--- config.mk ---
export PLATFORM = sky130hd
export DESIGN_NAME = seq_perm_gen
export DESIGN_NICKNAME = d
export VERILOG_FILES = /design/src/rtl/seq_perm_pkg.sv /design/src/rtl/perm_round.sv /design/src/rtl/seq_perm_gen.sv
export SDC_FILE = /design/constraint.sdc
export NUM_CORES = 1
export LEC_CHECK = 0
export BUFFER_PORTS_ARGS = -buffer_cell sky130_fd_sc_hd__buf_2
export CORE_MARGIN = 2
export CORE_UTILIZATION = 45
export DETAILED_ROUTE_END_ITERATION = 16
export GPL_TIMING_DRIVEN = 0
export PLACE_DENSITY = 0.66
export SLEW_MARGIN = 20
export SYNTH_ARGS = -nofsm -noshare
export SYNTH_HDL_FRONTEND = slang
export SYNTH_HIERARCHICAL = 1
export SYNTH_SLANG_ARGS = --single-unit
--- constraint.sdc ---
create_clock -name clk -period 4.6 [get_ports clk]
set_input_delay 0.46 -clock clk [delete_from_list [all_inputs] [get_ports clk]]
set_output_delay 0.46 -clock clk [all_outputs]
set_load 0.02 [all_outputs]
--- src/rtl/seq_perm_pkg.sv ---
// seq_perm_pkg -- shared definitions for the seq_perm_gen permutation engine.
//
// Contents:
//   state_e      FSM state encoding (StInv exists only with PERM_INVERSE_EN)
//   RndW         width of the round counter (ROUNDS is at most 16)
//   round_mult   per-round multiplier M(rnd) = 2*rnd+3 (caller truncates to LOG_N bits)
//   round_const  per-round offset C(rnd) = rnd+1 (caller truncates to LOG_N bits)
//   elem_lsb     bit offset of an element in a packed element vector (pack/unpack)
//
// Optional feature macro: PERM_INVERSE_EN (adds the StInv state).
package seq_perm_pkg;

    typedef enum logic [1:0] {
        StIdle = 2'd0,
        StRun  = 2'd1,
`ifdef PERM_INVERSE_EN
        StInv  = 2'd2,
`endif
        StDone = 2'd3
    } state_e;

    localparam int unsigned RndW = 4;

    // Always odd, so once truncated mod 2**LOG_N it stays invertible.
    function automatic int unsigned round_mult(input int unsigned rnd);
        return 2 * rnd + 3;
    endfunction

    function automatic int unsigned round_const(input int unsigned rnd);
        return rnd + 1;
    endfunction

    // Element idx of a packed vector of log_n-bit elements lives at [lsb +: log_n].
    function automatic int unsigned elem_lsb(input int unsigned idx, input int unsigned log_n);
        return idx * log_n;
    endfunction

endpackage

--- src/rtl/perm_round.sv ---
// perm_round -- one combinational rotate+permute round of seq_perm_gen.
//
//   w       input   N*LOG_N  current work vector, element i at [i*LOG_N +: LOG_N]
//   s       input   LOG_N    rotation amount for this round
//   rnd     input   RndW     round index, selects M and C
//   w_next  output  N*LOG_N  W'[i] = R[(i*M + C) mod N], where R[j] = W[(j + s) mod N]
module perm_round
    import seq_perm_pkg::*;
#(
    parameter int unsigned LOG_N = 4
) (
    input  logic [(2**LOG_N)*LOG_N-1:0] w,
    input  logic [LOG_N-1:0]            s,
    input  logic [RndW-1:0]             rnd,
    output logic [(2**LOG_N)*LOG_N-1:0] w_next
);

    localparam int unsigned N = 2**LOG_N;

    logic [LOG_N-1:0] m;
    logic [LOG_N-1:0] c;

    assign m = LOG_N'(round_mult(32'(rnd)));
    assign c = LOG_N'(round_const(32'(rnd)));

    // Rotation and permutation fold into one source index; LOG_N-bit math wraps mod N.
    for (genvar i = 0; i < N; i++) begin : g_elem
        logic [LOG_N-1:0] src;
        assign src = LOG_N'(i) * m + c + s;
        assign w_next[elem_lsb(i, LOG_N) +: LOG_N] = w[elem_lsb(32'(src), LOG_N) +: LOG_N];
    end

endmodule

--- src/rtl/seq_perm_gen.sv ---
// seq_perm_gen -- seeded permutation generator over 0..N-1, N = 2**LOG_N.
//
// A seed is accepted in IDLE; ROUNDS rotate+permute rounds are applied to an
// identity vector, one per cycle, and the result is held in DONE until taken.
//
//   clk        input   1             rising-edge clock
//   rst        input   1             asynchronous active-low reset
//   seed       input   ROUNDS*LOG_N  per-round rotation amounts
//   in_valid   input   1             seed offered
//   in_ready   output  1             engine is idle and accepts a seed
//   seq_all    output  N*LOG_N       permutation, element i at [i*LOG_N +: LOG_N]
//   out_valid  output  1             seq_all holds a finished result
//   out_ready  input   1             consumer takes the result
//   busy       output  1             engine is not idle
//   inv_all    output  N*LOG_N       inverse permutation (PERM_INVERSE_EN only)
//
// Optional feature macro: PERM_INVERSE_EN adds inv_all and one extra INV cycle.
module seq_perm_gen
    import seq_perm_pkg::*;
#(
    parameter int unsigned LOG_N  = 4,
    parameter int unsigned ROUNDS = 8
) (
    input  logic                        clk,
    input  logic                        rst,
    input  logic [ROUNDS*LOG_N-1:0]     seed,
    input  logic                        in_valid,
    output logic                        in_ready,
    output logic [(2**LOG_N)*LOG_N-1:0] seq_all,
    output logic                        out_valid,
    input  logic                        out_ready,
    output logic                        busy
`ifdef PERM_INVERSE_EN
    ,
    output logic [(2**LOG_N)*LOG_N-1:0] inv_all
`endif
);

    localparam int unsigned N    = 2**LOG_N;
    localparam int unsigned VecW = N * LOG_N;

    function automatic logic [VecW-1:0] identity_vec();
        logic [VecW-1:0] v;
        v = '0;
        for (int unsigned i = 0; i < N; i++) begin
            v[elem_lsb(i, LOG_N) +: LOG_N] = LOG_N'(i);
        end
        return v;
    endfunction

    localparam logic [VecW-1:0] IdentVec = identity_vec();

    state_e                  state_q;
    logic [RndW-1:0]         rnd_q;
    logic [ROUNDS*LOG_N-1:0] seed_q;
    logic [VecW-1:0]         work_q;
    logic [VecW-1:0]         work_next;
    logic [LOG_N-1:0]        rot;

    assign rot     = seed_q[elem_lsb(32'(rnd_q), LOG_N) +: LOG_N];
    assign seq_all = work_q;

    perm_round #(
        .LOG_N (LOG_N)
    ) u_round (
        .w      (work_q),
        .s      (rot),
        .rnd    (rnd_q),
        .w_next (work_next)
    );

`ifdef PERM_INVERSE_EN
    logic [VecW-1:0] inv_next;

    // Scatter: the slot addressed by W[i] receives i.
    always_comb begin
        inv_next = '0;
        for (int unsigned i = 0; i < N; i++) begin
            inv_next[elem_lsb(32'(work_q[elem_lsb(i, LOG_N) +: LOG_N]), LOG_N) +: LOG_N] =
                LOG_N'(i);
        end
    end
`endif

    always_ff @(posedge clk or negedge rst) begin
        if (!rst) begin
            state_q   <= StIdle;
            rnd_q     <= '0;
            seed_q    <= '0;
            work_q    <= IdentVec;
            in_ready  <= 1'b1;
            out_valid <= 1'b0;
            busy      <= 1'b0;
`ifdef PERM_INVERSE_EN
            inv_all   <= IdentVec;
`endif
        end else begin
            unique case (state_q)
                StIdle: begin
                    if (in_valid) begin
                        seed_q   <= seed;
                        work_q   <= IdentVec;
                        rnd_q    <= '0;
                        state_q  <= StRun;
                        in_ready <= 1'b0;
                        busy     <= 1'b1;
                    end
                end
                StRun: begin
                    work_q <= work_next;
                    if (rnd_q == RndW'(ROUNDS - 1)) begin
                        rnd_q <= '0;
`ifdef PERM_INVERSE_EN
                        state_q <= StInv;
`else
                        state_q   <= StDone;
                        out_valid <= 1'b1;
`endif
                    end else begin
                        rnd_q <= rnd_q + 1'b1;
                    end
                end
`ifdef PERM_INVERSE_EN
                StInv: begin
                    inv_all   <= inv_next;
                    state_q   <= StDone;
                    out_valid <= 1'b1;
                end
`endif
                StDone: begin
                    if (out_ready) begin
                        state_q   <= StIdle;
                        out_valid <= 1'b0;
                        busy      <= 1'b0;
                        in_ready  <= 1'b1;
                    end
                end
                default: begin
                    state_q   <= StIdle;
                    out_valid <= 1'b0;
                    busy      <= 1'b0;
                    in_ready  <= 1'b1;
                end
            endcase
        end
    end

endmodule

==> impl_metrics.csv <==
group,metric,value,unit
synth,ys_warn_count,6,
synth,synthFlopType,"dfrtp_1",
place,gp_congestion,0.9937,
finish,area_growth,14.26,%
synth,synth_top_area_cell,"mux4_2",
sta,hold_violations,0,
critical_path,required,4.85,ns
cts,cts_sinks,105,
route,drtAntennaViolNets,0,
floorplan,initial_utilization,0.4604,
route,wirelength,36330,µm
flow_run,maxCapViolCount,0,
finish,drive_above_1_share,0.3694,
global_route,grt_max_degree,60,
place,place_hpwl,26970,µm
place,portBuffers,102,
route,viasPerCell,6.479,
synth,synth_nets,1064,
floorplan,die-area,24540,µm²
sta,finClkSkew,0.008116,ns
synth,synth-edff-count,0,
finish,fill_cells,2003,
finish,utilization,0.5261,
sta,min_period_over_period,0.9713,
floorplan,ios,103,
synth,synth_common_cells,"nand2_1, mux4_2, nand3_1",
critical_path,reg2regPathDepth,16,
synth,ys_ff_latch,105,
place,dpl.cell_count,1389,
run_status,status,"finished clean",
floorplan,coreArea,22780,µm²
sta,setup-violations-final,0,
cts,cts_tree,"yes",
cts,clock_latency,0.36,ns
cts,path_clk_slew,0.08,ns
global_route,antenna_found_initial,0,
critical_path,arrival,4.72,ns
sta,slew_headroom,0.2209,
critical_path,r2r_setup_slack,0.13,ns
sta,fmax,0.2238,GHz
global_route,grt_pass1_wl,55280,µm
critical_path,r2r_end,"seq_all[31]",
floorplan,die_h,156.7,µm
synth,synth_area,10490,µm²
floorplan,placementRows,55,
sta,report.final.slew_viol_count,0,
route,drc,0,
sta,rsz0062_at_grt,"true",
critical_path,path_class,"reg2reg",
critical_path,timing.rr.start,"rnd_q[0]",
cts,cts-buffers-inserted,9,
floorplan,die_x,156.7,µm
synth,synthCells,973,
critical_path,worst_setup_path_end_kind,"flip-flop",
global_route,grt-ovfl-total,0,
synth,synthArstFlopShare,1.000,
finish,num_antenna_cells,0,
critical_path,worstSetupStartpointType,"flip-flop",
synth,syn_avg_cell_area,10.78,µm²
synth,yosysUniqueCellTypes,59,
synth,yosysMostFrequentCell,"nand2_1",
synth,synth_area_leaders,"mux4_2, dfrtp_1, dfstp_2",
finish,instances_no_fill,1412,
hold_path,hold_class,"in2async",
critical_path,cp_max_fo,10,
sta,period_minus_slack,4.468,ns
sta,worstMarginPinSlew,1.160,ns
finish,nNetsFinal,1185,
route,wire_per_inst,25.73,µm
sta,hold_ws,0.02613,ns
route,vias,9149,
cts,cts_htree_levels,3,
global_route,grtUsageTotal,0.3025,
cts,cts_root_buffer,"clkbuf_16",
cts,cts_buffer_depth,2,
route,drtPass1Iterations,7,
route,drt-initial-drc-count,1175,
synth,yosysTopAreaCellShare,0.2298,
synth,ys_seq_area_frac,0.2545,
global_route,grt_pass1_vias,9110,
==> logic make-up (layout without fill, tap and decap cells) <==
logic type	count (synthesis)	after routing	synth area share
compound gates	101	101	0.06085
xor+xnor	54	54	0.05774
simple gates	327	327	0.1359
mux	227	227	0.3636
fa+ha+maj	55	55	0.08136
flops	105	105	0.2545
buf+inv	104	230	0.04605
==> metal layers <==
metal / share of wire / routed length, µm / vias to the layer above / global-route usage
met5: 0 / 0 / - / 0
met4: 0.050 / 1801 / 0 / 0.1385
met3: 0.13 / 4549 / 132 / 0.09166
met2: 0.46 / 16630 / 729 / 0.4764
met1: 0.37 / 13340 / 4454 / 0.3843
li1: - / - / 3834 / -
==> how the worst max path moves through the flow <==
stage	startpoint	end	slack, ns
global placement	rnd_q[0]	seq_all[55]	-0.97
global route	rnd_q[0]	seq_all[31]	-0.04
detailed placement	rnd_q[0]	seq_all[55]	-1.01
floorplan	rnd_q[1]	seq_all[53]	0.02
CTS	rnd_q[1]	seq_all[46]	-0.05
finish	rnd_q[0]	seq_all[31]	0.13
==> metrics by stage <==
stage | setup WS [ns] | cell area [µm²] | setup TNS, ns
2_1_floorplan | 0.02125 | 10490 | 0
3_3_place_gp | -0.9682 | 11390 | -28.77
3_5_place_dp | -1.013 | 11430 | -32.00
4_1_cts | -0.04772 | 11830 | -0.08203
5_1_grt | -0.03984 | 11980 | -0.1554
6_report | 0.1321 | 11980 | 0
==> worst max-delay path, cell delays in order (launching register included) <==
cell	delay [ns]
dfrtp_2	0.49
buf_8	0.18
clkinvlp_4	0.11
ha_4	0.34
buf_6	0.16
xnor3_2	0.46
fa_1	0.50
inv_1	0.06
fa_1	0.45
xor2_1	0.17
xnor2_1	0.25
xnor2_2	0.18
xnor2_2	0.14
buf_4	0.17
mux4_2	0.56
nand2_1	0.09
nand2_1	0.05
==> placed cells by master (no fill, tap or decap), types with 21 or more instances in the layout <==
cell     instances
dfstp_2         33
mux2i_1         61
fa_1            21
nor2_1          51
xnor2_1         26
nand2_1        155
mux2_4          32
mux4_2         107
ha_1            30
nand3_1         83
mux2_2          21
inv_1           28
buf_2          130
a21oi_1         40
dfrtp_1         69
==> area by class of cell <==
cell class	instances	area, µm²	area share
tap	313	391.6	0.03268
multi-input combinational	764	7477	0.6240
clock buffer	9	225.2	0.01880
timing repair buffer	111	616.8	0.05148
sequential	105	2673	0.2230
inverter	32	128.9	0.01076
clock inverter	7	61.31	0.005116
buffer	71	409.1	0.03414
==> state kept, by name (all words and copies together) (netlist names) <==
name and cells:
busy 1, in_ready 1, out_valid 1, rnd_q 4, seed_q 32, seq_all 64
state_q 2
==> repair_timing <==
item	CTS	global route
hold buffers	0	0
setup endpoints to repair	64	52
buffers inserted	2	6
gates cloned	0	0
gates resized for setup	39	23
pin swaps	2	4
Power is not shown: default switching activity piles up to over one toggle a cycle in this logic, so the estimate is an artifact.
